$ cat src/rtl/seq_multiplier_cc.sv
// seq_multiplier_cc: multi-cycle shift-add multiplier with a start/busy/done
// handshake and zero/neg/overflow condition codes.
// Signed operands are reduced to magnitudes plus a result sign. The magnitude
// product is accumulated one multiplier bit per cycle. The sign is re-applied
// once at full precision before the result is truncated to P_WIDTH bits.
module seq_multiplier_cc #(
    parameter int A_WIDTH   = 8,
    parameter int B_WIDTH   = 8,
    parameter int P_WIDTH   = A_WIDTH + B_WIDTH,
    parameter bit SIGNED_EN = 1'b1
) (
    input  logic               clk,
    input  logic               rst_n,
    input  logic               start,
    input  logic               signed_mode,
    input  logic [A_WIDTH-1:0] a,
    input  logic [B_WIDTH-1:0] b,
    output logic               busy,
    output logic               done,
    output logic [P_WIDTH-1:0] product,
    output logic               zero,
    output logic               neg,
    output logic               overflow
);

    localparam int FULL_W = A_WIDTH + B_WIDTH;
    localparam int CNT_W  = (B_WIDTH > 1) ? $clog2(B_WIDTH) : 1;

    typedef enum logic [1:0] {
        IDLE = 2'd0,
        CALC = 2'd1,
        FIX  = 2'd2,
        DONE = 2'd3
    } state_t;

    state_t              state_q,    state_d;
    logic [A_WIDTH-1:0]  a_mag_q,    a_mag_d;
    logic [B_WIDTH-1:0]  b_shift_q,  b_shift_d;
    logic [FULL_W-1:0]   acc_q,      acc_d;
    logic [CNT_W-1:0]    cnt_q,      cnt_d;
    logic                sign_q,     sign_d;
    logic                mode_q,     mode_d;
    logic                busy_q,     busy_d;
    logic                done_q,     done_d;
    logic [P_WIDTH-1:0]  product_q,  product_d;
    logic                zero_q,     zero_d;
    logic                neg_q,      neg_d;
    logic                overflow_q, overflow_d;

    // Operand conditioning: the effective mode and the unsigned magnitudes.
    // The magnitudes keep the operand width, so the most-negative value maps
    // onto its own bit pattern, which is the correct unsigned magnitude.
    logic               mode_eff;
    logic               a_is_neg;
    logic               b_is_neg;
    logic [A_WIDTH-1:0] a_abs;
    logic [B_WIDTH-1:0] b_abs;

    assign mode_eff = SIGNED_EN && signed_mode;
    assign a_is_neg = mode_eff && a[A_WIDTH-1];
    assign b_is_neg = mode_eff && b[B_WIDTH-1];
    assign a_abs    = a_is_neg ? (~a + A_WIDTH'(1)) : a;
    assign b_abs    = b_is_neg ? (~b + B_WIDTH'(1)) : b;

    // Partial product for the current iteration: the multiplicand magnitude
    // shifted to the weight of the multiplier bit being consumed.
    logic [FULL_W-1:0] addend;
    assign addend = {{B_WIDTH{1'b0}}, a_mag_q} << cnt_q;

    // Signed full-precision result and the two overflow interpretations.
    // When P_WIDTH equals the full width, an unsigned result cannot overflow.
    logic [FULL_W-1:0]        full;
    logic [FULL_W-P_WIDTH:0]  full_top;
    logic                     ovf_unsigned;
    logic                     ovf_signed;

    assign full       = sign_q ? (~acc_q + FULL_W'(1)) : acc_q;
    assign full_top   = full[FULL_W-1:P_WIDTH-1];
    assign ovf_signed = !((&full_top) || !(|full_top));

    generate
        if (P_WIDTH < FULL_W) begin : g_trunc
            assign ovf_unsigned = |full[FULL_W-1:P_WIDTH];
        end else begin : g_full
            assign ovf_unsigned = 1'b0;
        end
    endgenerate

    // Next-state and next-output logic for the IDLE/CALC/FIX/DONE sequence.
    always_comb begin
        state_d    = state_q;
        a_mag_d    = a_mag_q;
        b_shift_d  = b_shift_q;
        acc_d      = acc_q;
        cnt_d      = cnt_q;
        sign_d     = sign_q;
        mode_d     = mode_q;
        busy_d     = busy_q;
        done_d     = 1'b0;
        product_d  = product_q;
        zero_d     = zero_q;
        neg_d      = neg_q;
        overflow_d = overflow_q;

        case (state_q)
            IDLE: begin
                if (start) begin
                    a_mag_d   = a_abs;
                    b_shift_d = b_abs;
                    sign_d    = a_is_neg ^ b_is_neg;
                    mode_d    = mode_eff;
                    acc_d     = '0;
                    cnt_d     = '0;
                    busy_d    = 1'b1;
                    state_d   = CALC;
                end
            end
            CALC: begin
                if (b_shift_q[0]) begin
                    acc_d = acc_q + addend;
                end
                b_shift_d = b_shift_q >> 1;
                cnt_d     = cnt_q + CNT_W'(1);
                if (cnt_q == CNT_W'(B_WIDTH - 1)) begin
                    state_d = FIX;
                end
            end
            FIX: begin
                product_d  = full[P_WIDTH-1:0];
                zero_d     = (full[P_WIDTH-1:0] == '0);
                neg_d      = mode_q && full[P_WIDTH-1];
                overflow_d = mode_q ? ovf_signed : ovf_unsigned;
                busy_d     = 1'b0;
                done_d     = 1'b1;
                state_d    = DONE;
            end
            DONE: begin
                state_d = IDLE;
            end
            default: begin
                state_d = IDLE;
                busy_d  = 1'b0;
            end
        endcase
    end

    // State and registered outputs; reset clears everything at once.
    always_ff @(posedge clk or negedge rst_n) begin
        if (!rst_n) begin
            state_q    <= IDLE;
            a_mag_q    <= '0;
            b_shift_q  <= '0;
            acc_q      <= '0;
            cnt_q      <= '0;
            sign_q     <= 1'b0;
            mode_q     <= 1'b0;
            busy_q     <= 1'b0;
            done_q     <= 1'b0;
            product_q  <= '0;
            zero_q     <= 1'b0;
            neg_q      <= 1'b0;
            overflow_q <= 1'b0;
        end else begin
            state_q    <= state_d;
            a_mag_q    <= a_mag_d;
            b_shift_q  <= b_shift_d;
            acc_q      <= acc_d;
            cnt_q      <= cnt_d;
            sign_q     <= sign_d;
            mode_q     <= mode_d;
            busy_q     <= busy_d;
            done_q     <= done_d;
            product_q  <= product_d;
            zero_q     <= zero_d;
            neg_q      <= neg_d;
            overflow_q <= overflow_d;
        end
    end

    assign busy     = busy_q;
    assign done     = done_q;
    assign product  = product_q;
    assign zero     = zero_q;
    assign neg      = neg_q;
    assign overflow = overflow_q;

endmodule

$ cat config.mk
export PLATFORM = sky130hd
export DESIGN_NAME = seq_multiplier_cc
export DESIGN_NICKNAME = d
export VERILOG_FILES = /design/src/rtl/seq_multiplier_cc.sv
export SDC_FILE = /design/constraint.sdc
export NUM_CORES = 1
export LEC_CHECK = 0
export ABC_AREA = 1
export CORE_MARGIN = 1
export CORE_UTILIZATION = 58
export CTS_CLUSTER_DIAMETER = 80
export DETAILED_ROUTE_END_ITERATION = 8
export PLACE_DENSITY_LB_ADDON = 0.05
export SYNTH_ARGS = -nofsm -noshare
export SYNTH_HDL_FRONTEND = slang
export SYNTH_SLANG_ARGS = --single-unit
export TNS_END_PERCENT = 20
$ cat constraint.sdc
create_clock -name clk -period 3.3 [get_ports clk]
set_clock_uncertainty 0.15 [all_clocks]
set_input_delay 0.66 -clock clk [delete_from_list [all_inputs] [get_ports clk]]
set_output_delay 0.66 -clock clk [all_outputs]
set_load 0.03 [all_outputs]
; ---- Word-level counts from Yosys, hierarchy flattened
; Index checks and enable logic that the tools add are counted.
[totals]
regBits = 59
input_bits = 20
out_inout_bits = 21
wordCells = 57
[classes]
n_addsub = 5
n_eq_ne = 7
n_shift = 1
mux = 16
bitwise_logic = 4
n_reduce_logical = 12
[op_table]
columns = op, n
row1 = $mux W16, 3
row2 = $pmux W16 S2, 1
row3 = $mux W8, 3
row4 = $add A16 B1 Y16 const B, 1
row5 = $add A16 B16 Y16, 1
row6 = $add A8 B1 Y8 const B, 2
row7 = $logic_not A16 Y1, 1
row8 = $not A16 Y16, 1
row9 = $not A8 Y8, 2
row10 = $pmux W8 S2, 1
row11 = $shl A8 B3 Y16, 1
row12 = $pmux W2 S4, 1
row13 = $reduce_and A2 Y1, 4
row14 = $ne A2 B2 Y1 const B, 3
row15 = $pmux W3 S2, 1
row16 = $eq A2 B2 Y1 const B, 2
row17 = $mux W2, 2
row18 = $reduce_bool A2 Y1, 2
row19 = $add A3 B1 Y3 const B, 1
row20 = $eq A3 B3 Y1 const B, 1
row21 = $logic_and A1 B1 Y1, 3
row22 = $mux W3, 1
row23 = $reduce_and A3 Y1, 1
row24 = $eq A2 B1 Y1 const B, 1
row25 = other kinds (4), 5

; ---- Longest topological paths before layout
; Gate-level depths: netlist of run 1.
[depth]
depth_word = 5
mapped_depth = 17
depth_no_buf = 17

; ---- Worst setup path before layout of run 1
; Ideal clock, no wire load.
[synth_timing]
path_type = register to register
startpoint = register cnt_q[1]
endpoint = register acc_q[14]
setup_time_ns = 0.122
arrival_ns = 2.395
required_time_ns = 3.028
setup_slack_ns = 0.632
path_stages_with_launch = 15
n_path_buf = 2
synth_period_minus_slack_ns = 2.668
cell_sequence = dfrtp_1 clkbuf_1 inv_1 clkbuf_1 nand2_1 nor2_1 inv_1 fa_1 nand3b_1 nand2_1 nand2_1 o21ai_1 nand3_1 a21oi_1 o21ai_1
[synth_between]
elab_chain_cells = 4
[synth_rtl]
columns = element, line_no
row1 = from (decl), 40  ; logic [CNT_W-1:0] cnt_q, cnt_d;
row2 = from (signal assigned), 168  ; cnt_q <= cnt_d;
row3 = $shl A8 B3 Y16, 68  ; assign addend = {{B_WIDTH{1'b0}}, a_mag_q} << cnt_q;
row4 = $add A16 B16 Y16, 120  ; acc_d = acc_q + addend;
row5 = $mux W16, 119  ; if (b_shift_q[0]) begin
row6 = $pmux W16 S2, 105  ; case (state_q)
row7 = to (signal assigned), 153  ; acc_q <= '0;
row8 = to (signal assigned), 167  ; acc_q <= acc_d;
row9 = to (decl), 39  ; logic [FULL_W-1:0] acc_q, acc_d;
; No other way between the ends. The select of a mux whose other input is x is not followed.
; A chain may end at the register's enable or synchronous reset.

; ---- Worst setup path after layout of run 1
[layout_timing]
startpoint = register cnt_q[0]
endpoint = register acc_q[13]
; Same word-level chain as after synthesis.

==> results of run 1 <==
synthesized netlist by cell type, drive strengths merged:
| cell type | instances |
|---|---|
| o21ai | 59 |
| o31ai | 1 |
| nor3 | 8 |
| a31oi | 11 |
| o22ai | 9 |
| xnor2 | 3 |
| xor2 | 6 |
| nand2 | 154 |
| a21o | 2 |
| nand3b | 1 |
| nand4 | 4 |
| fa | 1 |
| nand3 | 48 |
| nor4 | 2 |
| o221ai | 2 |
| ha | 24 |
| clkbuf | 9 |
| clkinv | 2 |
| o211ai | 4 |
| conb | 1 |
| a21oi | 26 |
| buf | 6 |
| o21a | 1 |
| o21bai | 2 |
| mux2i | 5 |
| inv | 70 |
| nor2 | 67 |
| dfrtp | 59 |
power by group:
| part | switching [mW] | total (mW) | internal [mW] |
|---|---|---|---|
| clock | 0.303 | 0.672 | 0.369 |
| combinational | 1.71 | 2.68 | 0.965 |
| sequential | 0.273 | 1.29 | 1.02 |
critical path, cell delays in order (launching register included):
cell	delay, ns
dfrtp_1	0.57
inv_1	0.22
nand2_1	0.10
o21ai_0	0.11
o21ai_0	0.27
nor2_1	0.07
ha_1	0.37
nand3_1	0.09
nand2_1	0.11
inv_1	0.06
nor2_1	0.12
nor2_1	0.08
nor2_1	0.18
nand2_1	0.10
nand2_1	0.07
nand2_1	0.04
nand3_1	0.06
nand2_1	0.05
placed cells by master, fill, tap and decap left out, drive strengths merged, types with 9 or more instances in the layout:
cell,synthesis,routed
o22ai,9,9
clkdlybuf4s50,0,38
ha,24,24
a31oi,11,11
inv,70,71
nor2,67,67
o21ai,59,59
nand2,154,154
clkbuf,9,10
a21oi,26,26
nand3,48,48
dfrtp,59,59
registers in the layout, summed over array words and instances (netlist names), 2 cells and up:
name,count
product,16
cnt_q,3
acc_q,16
state_q,2
b_shift_q,8
a_mag_q,8
kinds of logic after synthesis:
group | after synthesis
buffers and inverters | 87
and+or+nand+nor | 284
adders and majority gates | 25
muxes | 5
DFF | 59
xor gates and xnor gates | 9
other | 1
AOI/OAI and AO/OA | 117
per-layer routing:
layer,wire length [µm],vias to the layer above,global-route usage (%)
li1,-,2023,-
met1,4640,1783,37.9
met2,4510,94,47.0
met3,364,11,5.24
met4,155,0,8.79
met5,0,-,0
final cells by class:
class / count / area [µm²] / area share (%)
Clock buffer: 10 / 138 / 2.87
Clock inverter: 6 / 63.8 / 1.33
Inverter: 72 / 273 / 5.69
Multi-Input combinational cell: 441 / 2300 / 48.0
Sequential cell: 59 / 1480 / 30.8
Tap cell: 96 / 120 / 2.50
Timing Repair Buffer: 44 / 423 / 8.82
stage by stage:
step	setup WS (ns)	utilization (%)	hold slack, ns	cell area [µm²]	power, mW
global route	0.00490	70.2	0.240	4800	5.09
finish	0.368	70.2	0.205	4800	4.64
detailed placement	0.394	67.3	0.318	4600	3.96
global placement	0.488	67.3	0.312	4600	3.91
floorplan	0.632	-	0.214	4130	3.24
CTS	0.399	70.2	0.211	4800	4.65
worst paths after layout:
check                                  startpoint                      end  slack [ns]  cells past startpoint
max in group asynchronous                   rst_n   product[0]$_DFFE_PN0P_        2.05                      2
hold reg to reg            product[3]$_DFFE_PN0P_   product[3]$_DFFE_PN0P_        0.33                      1
hold / removal                              rst_n  product[13]$_DFFE_PN0P_        0.21                      1
setup reg to reg             cnt_q[0]$_DFFE_PN0P_    acc_q[13]$_DFFE_PN0P_        0.37                     17
setup / recovery             cnt_q[0]$_DFFE_PN0P_    acc_q[13]$_DFFE_PN0P_        0.37                     17
min in group clk           product[3]$_DFFE_PN0P_   product[3]$_DFFE_PN0P_        0.33                      1
==> impl_metrics.json, run 1 <==
{
  "synth_seq_cells": 59,
  "p_per_area_nw_per_um2": 967,
  "synth_xor_area_share_pct": 1.91,
  "clock_latency_ns": 0.34,
  "yosysSeqAreaShare_pct": 35.8,
  "hold_class": "input port to async pin",
  "worst_ep_arrival_time_ns": 3.01,
  "rsz0062_at_grt": "no",
  "synth_top_family_by_area": "simple AND/OR/NAND/NOR gates",
  "ys_types": 36,
  "grt_max_degree": 30,
  "initial_core_util_pct": 60.4,
  "synth_area_leaders": "dfrtp_1 36%, nand2_1 14%, ha_1 7.3%",
  "gp_congestion": 0.858,
  "fp.dieW_um": 86.4,
  "area_delta_synth_final_pct": 16.2,
  "cts.repair.resized": 0,
  "drt-initial-drc-count": 175,
  "cts_tree": "built",
  "finalSetupViolCount": 0,
  "dr_total_vias": 3911,
  "drv_slew": 0,
  "ant_nets": 0,
  "grt_pass1_wl_mm": 16.4,
  "holdBufCountCts": 0,
  "post_drt_via_cell_ratio": 5.37,
  "fillers": 620,
  "path_class": "flop to flop",
  "tns_ns": 0,
  "die_area_um2": 7460,
  "cts-root-buf": "clkbuf_8",
  "critPathMaxFanout": 14,
  "synth_compound_area_share_pct": 16.7,
  "relSlewSlack_pct": 55.2,
  "drv_cap": 0,
  "synth_adder_area_share_pct": 7.76,
  "wirelength_mm": 9.67,
  "grtUsageTotal_pct": 28.4,
  "grt_overflow": 0,
  "firstDrtPassIters": 5,
  "syn_nets": 632,
  "port_buffers": 39,
  "synth_top_area_share_pct": 35.8,
  "htreeDepth": 3,
  "placed_cells": 712,
  "synth.area.mux_share_pct": 1.21,
  "syn_area_um2": 4130,
  "finalNetCount": 672,
  "core-area_um2": 6830,
  "grt_pass1_vias": 3544,
  "cts_buffers": 9,
  "post-cts-setup-buffer-count": 0,
  "period_minus_slack_ns": 2.93,
  "clockBufferDepth": 2,
  "vdd_drop_max_uv": 463,
  "status": "finished, final reports clean",
  "synth_area_per_cell_um2": 7.03,
  "row_count": 30,
  "leakagePower_nw": 2.39,
  "routedWlPerCell_um": 13.3,
  "hold_violations": 0,
  "cp-start-kind": "flop",
  "synth_simple_gate_area_share_pct": 28.1,
  "synth_top_cell_by_area": "dfrtp_1",
  "drc": 0,
  "endpoint_kind": "flop",
  "yosysWarningCount": 0,
  "fmax_mhz": 341,
  "worstMarginPinSlew_ns": 0.672,
  "dieHeight_um": 86.4,
  "n_antenna_cell": 0,
  "drive_above_1_share_pct": 5.06,
  "dp_hpwl_mm": 7.63,
  "final_cells": 728,
  "antenna_found_initial": 0,
  "syn_inst": 587,
  "clkTransAtPathRegs_ns": 0.07,
  "cts.sinks": 59,
  "post-route-period-util_pct": 88.9,
  "io_pins": 41,
  "cp.required_ns": 3.38
}
(Power assumes the default switching activity.)
==> run 2: changes to the inputs <==
SETUP_SLACK_MARGIN = 0.5   (was default)
==> run 2 against run 1 <==
  * Hold slack worse by 0.0039 ns
  * Combinational power up 3%
  * Fmax up 9.7%
  * Largest cell class unchanged
==> impl_metrics.json, run 2 (synthesis results as in run 1) <==
{
  "worst_r2r_endpoint": "acc_q[11]$_DFFE_PN0P_",
  "drc": 0,
  "worstMarginPinSlew_ns": 0.665,
  "dr_total_vias": 3907,
  "grt_pass1_wl_mm": 16.4,
  "cts-root-buf": "clkbuf_8",
  "endpoint_kind": "flop",
  "tns_ns": 0,
  "whs_ns": 0.201,
  "final_util_pct": 71.2,
  "worst-r2r-setup-slack_ns": 0.63,
  "clockBufferDepth": 2,
  "cts.sinks": 59,
  "grt_overflow": 0,
  "io_pins": 41,
  "post-route-period-util_pct": 81.0,
  "fmax_mhz": 374,
  "slowest_delay_ns": 0.43,
  "area_delta_synth_final_pct": 17.8,
  "crit_start": "cnt_q[0]$_DFFE_PN0P_",
  "ant_nets": 0,
  "crit_chain": "inv_4 -> o21ai_0 -> mux2i_1 -> o21ai_0 -> ha_1 -> a21o_1 -> nand2_1 -> nand3_1 -> nand2_1 -> nand3_1 -> nor2_1 -> o22ai_2",
  "p_per_area_nw_per_um2": 970,
  "cp.required_ns": 3.37,
  "leakagePower_nw": 2.39,
  "n_antenna_cell": 0,
  "drv_cap": 0,
  "use_met1_pct": 37.9,
  "cp_top_family": "compound AO/OA/AOI/OAI gates",
  "firstDrtPassIters": 5,
  "finalNetCount": 673,
  "die_area_um2": 7460,
  "final_cells": 729,
  "mostFrequentLayoutCell": "nand2_1",
  "critPathMaxFanout": 8,
  "rsz0062_at_grt": "yes",
  "clkTransAtPathRegs_ns": 0.07,
  "cts_tree": "built",
  "drive_above_1_share_pct": 7.42,
  "cts_buffers": 9,
  "dp_hpwl_mm": 7.63,
  "use_met2_pct": 47.0,
  "busiest_layer": "met2",
  "critPathCapture": "acc_q[11]$_DFFE_PN0P_",
  "path_depth": 12,
  "hold_violations": 0,
  "crit_buf_inv": 1,
  "grt_max_degree": 30,
  "row_count": 30,
  "port_buffers": 39,
  "setup_slack_ns": 0.626,
  "register_area_um2": 1480,
  "drv_slew": 0,
  "relSlewSlack_pct": 55.7,
  "placed_cells": 712,
  "cp-start-kind": "flop",
  "vdd_drop_max_uv": 494,
  "dieHeight_um": 86.4,
  "cpMaxStageDelayCell": "dfrtp_2",
  "initial_core_util_pct": 60.4,
  "wirelength_mm": 9.86,
  "r2r_cells": 12,
  "status": "finished, final reports clean",
  "htreeDepth": 3,
  "grtUsageTotal_pct": 28.4,
  "layout_common_cells": "152 x nand2_1, 66 x inv_1, 66 x nor2_1",
  "dpl_worst_slack_ns": 0.394,
  "drt-initial-drc-count": 158,
  "grt_pass1_vias": 3544,
  "clock_latency_ns": 0.34,
  "antenna_found_initial": 0,
  "holdBufCountCts": 0,
  "met3_usage_pct": 5.24,
  "post_drt_via_cell_ratio": 5.36,
  "crit-reg2reg-launch": "cnt_q[0]$_DFFE_PN0P_",
  "core-area_um2": 6830,
  "multi_input_area_um2": 2340,
  "finalSetupViolCount": 0,
  "fp.dieW_um": 86.4,
  "gp_congestion": 0.858,
  "worst_ep_arrival_time_ns": 2.75,
  "fillers": 604,
  "period_minus_slack_ns": 2.67,
  "routedWlPerCell_um": 13.5,
  "path_class": "flop to flop",
  "hold_class": "input port to async pin"
}
-- run 2: how the worst min path moves through the flow --
stage	from	cells after the start	slack, ns	to
5_1_grt	rst_n	1	0.24	acc_q[5]$_DFFE_PN0P_
3_3_place_gp	product[3]$_DFFE_PN0P_	1	0.31	product[3]$_DFFE_PN0P_
4_1_cts	rst_n	1	0.21	mode_q$_DFFE_PN0P_
2_1_floorplan	rst_n	0	0.21	a_mag_q[0]$_DFFE_PN0P_
6_report	rst_n	1	0.20	product[13]$_DFFE_PN0P_
3_5_place_dp	product[3]$_DFFE_PN0P_	1	0.32	product[3]$_DFFE_PN0P_
-- run 2: worst register-to-register path, stage by stage (launching register included) --
cell and delay, ns:
dfrtp_2 0.43, inv_4 0.07, o21ai_0 0.35, mux2i_1 0.18, o21ai_0 0.25, ha_1 0.32
a21o_1 0.20, nand2_1 0.06, nand3_1 0.15, nand2_1 0.10, nand3_1 0.09, nor2_1 0.14
o22ai_2 0.09
-- run 2: through the flow --
| step | power [mW] | area [µm²] |
|---|---|---|
| finish | 4.72 | 4860 |
| global route | 5.17 | 4860 |
| CTS | 4.65 | 4800 |
| detailed placement | 3.96 | 4600 |
| global placement | 3.91 | 4600 |
| floorplan | 3.24 | 4130 |
-- run 2: what timing repair did --
item,4_1_cts,5_1_grt
pin swaps,0,1
resized for setup,3,18
buffers inserted,0,1
setup endpoints to repair,4,11
-- run 2: area by class of cell --
type,instances,area share [%]
Clock buffer,10,2.83
Clock inverter,6,1.31
Inverter,72,5.79
Multi-Input combinational cell,441,48.1
Sequential cell,59,30.4
Tap cell,96,2.47
Timing Repair Buffer,45,9.11
-- run 2: where the power goes --
part	leakage [nW]	total (mW)	switching, mW	internal [mW]
clock	0.0987	0.673	0.305	0.369
sequential	0.755	1.29	0.273	1.02
combinational	1.54	2.75	1.75	0.999
total	2.39	4.72	2.33	2.39
-- run 2: metal layers --
layer | wire [µm] | part of all wire (%)
met5 | 0 | 0
met3 | 410 | 4.2
met4 | 119 | 1.2
met1 | 4630 | 47
met2 | 4700 | 48
==> run 3: changes to the inputs <==
CORE_UTILIZATION = 52   (was 58)
clock period = 2.43 ns   (was 3.3 ns; I/O delays follow)
==> run 3 against run 2 <==
  * The flow now finishes with violations (hold timing, setup timing)
  * Clock power increased by 43%
  * Total power increased by 56%
  * First-iteration DRC count increased by 66%
  * Worst setup slack got worse by 0.76 ns
  * Largest cell class unchanged
  * Critical endpoint is now acc_q[14]$_DFFE_PN0P_
  * Critical path depth increased by 2
  * Sequential power increased by 36%
  * Sequential share of layout area decreased by 2.9 points
  * Via count increased by 8.0%
  * Final cell count increased by 6.9%
==> impl_metrics.json, run 3 (synthesis results as in run 1) <==
{
  "status": "finished, violations left",
  "violations": "hold timing, setup timing",
  "routedWlPerCell_um": 14.4,
  "crit_chain": "buf_4 -> o21ai_4 -> nand2_2 -> nor2_4 -> inv_2 -> fa_2 -> nand3b_1 -> nand2_2 -> nand2_4 -> o21ai_4 -> nand3_2 -> nand3_2 -> nand2_1 -> o21ai_1",
  "area_delta_synth_final_pct": 30.0,
  "post-route-period-util_pct": 105,
  "p_switching_mw": 3.59,
  "drt-initial-drc-count": 263,
  "p_seq_share_pct": 23.7,
  "whs_ns": -0.0173,
  "finalSetupViolCount": 8,
  "cp-start-kind": "flop",
  "core-area_um2": 7690,
  "final_cells": 779,
  "mostFrequentLayoutCell": "nand2_1",
  "clkPwrFrac_pct": 13.0,
  "fmax_mhz": 390,
  "vdd_drop_max_uv": 593,
  "cts.sinks": 59,
  "period_minus_slack_ns": 2.56,
  "die_area_um2": 8300,
  "port_buffers": 39,
  "final_area_um2": 5370,
  "cpMaxStageDelayCell": "dfrtp_2",
  "firstDrtPassIters": 5,
  "clockBufferDepth": 2,
  "drv_slew": 0,
  "placed_cell_area_um2": 4860,
  "tns_ns": -0.567,
  "p_sw_share_pct": 48.7,
  "critPathMaxFanout": 5,
  "drive_above_1_share_pct": 19.2,
  "slowest_delay_ns": 0.44,
  "placed_cells": 748,
  "hold_violations": 14,
  "pwr-share-comb_pct": 63.2,
  "worst_ep_arrival_time_ns": 2.67,
  "post_drt_via_cell_ratio": 5.41,
  "drv_cap": 0,
  "grt_overflow": 0,
  "cts-root-buf": "clkbuf_8",
  "cts_tree": "built",
  "path_class": "flop to flop",
  "r2r_cells": 14,
  "row_count": 32,
  "clkTransAtPathRegs_ns": 0.07,
  "dieHeight_um": 91.1,
  "initial_core_util_pct": 53.7,
  "wirelength_mm": 11.2,
  "grtUsageTotal_pct": 28.5,
  "hold_class": "input port to async pin",
  "ant_nets": 0,
  "clock_latency_ns": 0.34,
  "htreeDepth": 3,
  "layout_common_cells": "145 x nand2_1, 62 x nor2_1, 60 x inv_1",
  "fp.dieW_um": 91.1,
  "p_per_area_nw_per_um2": 1370,
  "dpl_worst_slack_ns": -0.200,
  "dp_hpwl_mm": 8.18,
  "leakagePower_nw": 2.76,
  "antenna_found_initial": 0,
  "gp_congestion": 0.925,
  "grt_pass1_wl_mm": 18.6,
  "cp.required_ns": 2.54,
  "dr_total_vias": 4218,
  "setup_slack_ns": -0.131,
  "finalNetCount": 717,
  "grt_pass1_vias": 3983,
  "cts_buffers": 9,
  "drc": 0,
  "grt_max_degree": 60,
  "endpoint_kind": "flop",
  "io_pins": 41,
  "rsz0062_at_grt": "yes",
  "fin_total_pwr_mw": 7.37,
  "n_antenna_cell": 0,
  "final_util_pct": 69.8,
  "internal_power_mw": 3.78
}
==> run 3: changes by cell type in the layout (fill, tap and decap cells not counted), sizes merged <==
cell / previous run / this run
clkinvlp: 3 / 2
inv: 71 / 72
clkinv: 3 / 2
clkdlybuf4s50: 38 / 18
dlygate4sd2: 0 / 20
buf: 7 / 51
clkbuf: 10 / 11
==> run 3: final timing paths <==
path                                         from                     end  slack, ns
setup / recovery             cnt_q[0]$_DFFE_PN0P_   acc_q[14]$_DFFE_PN0P_      -0.13
hold / removal                              rst_n    acc_q[3]$_DFFE_PN0P_      -0.02
setup reg to reg             cnt_q[0]$_DFFE_PN0P_   acc_q[14]$_DFFE_PN0P_      -0.13
hold reg to reg            product[3]$_DFFE_PN0P_  product[3]$_DFFE_PN0P_       0.32
max in group asynchronous                   rst_n    cnt_q[0]$_DFFE_PN0P_       1.84
min in group clk           product[3]$_DFFE_PN0P_  product[3]$_DFFE_PN0P_       0.32
==> run 3: repair_timing <==
action                                  4_1_cts  5_1_grt
gates resized for setup                      52       43
pin swaps                                    21       18
endpoints found under the setup margin       39       26
buffers inserted                              8        7
hold endpoints to repair                      0        0
hold buffers                                  0        0
==> run 3: worst max-delay path: cells and delay by family (launching register included) <==
| kind | cells | cell delay, ns |
|---|---|---|
| buf+inv | 2 | 0.20 |
| simple gates | 8 | 0.84 |
| flops | 1 | 0.44 |
| compound gates | 3 | 0.49 |
| fa+ha+maj | 1 | 0.34 |
==> run 3: final cells by class <==
cell class                      instances  area, µm²
Multi-Input combinational cell        441       2510
Fill cell                             635       2320
Sequential cell                        59       1480
Timing Repair Buffer                   89        752
Inverter                               72        283
Clock buffer                           11        151
Tap cell                              102        128
Clock inverter                          5       58.8
==> run 3: per-layer routing <==
metal / routed length, µm / up-vias / share of wire (%) / GRT usage (%)
li1: - / 2118 / - / -
met1: 4780 / 1928 / 43 / 34.8
met2: 5420 / 135 / 48 / 49.7
met3: 534 / 37 / 4.8 / 3.18
met4: 442 / 0 / 4.0 / 14.0
met5: 0 / - / 0 / 0
==> run 3: power by group through the flow <==
stage	Sequential [mW]	Combinational (mW)	Clock, mW
2_1_floorplan	1.89	2.60	0
3_3_place_gp	1.73	4.08	0
3_5_place_dp	1.74	4.14	0
4_1_cts	1.72	4.31	0.969
5_1_grt	1.79	5.19	1.01
6_report	1.75	4.66	0.960
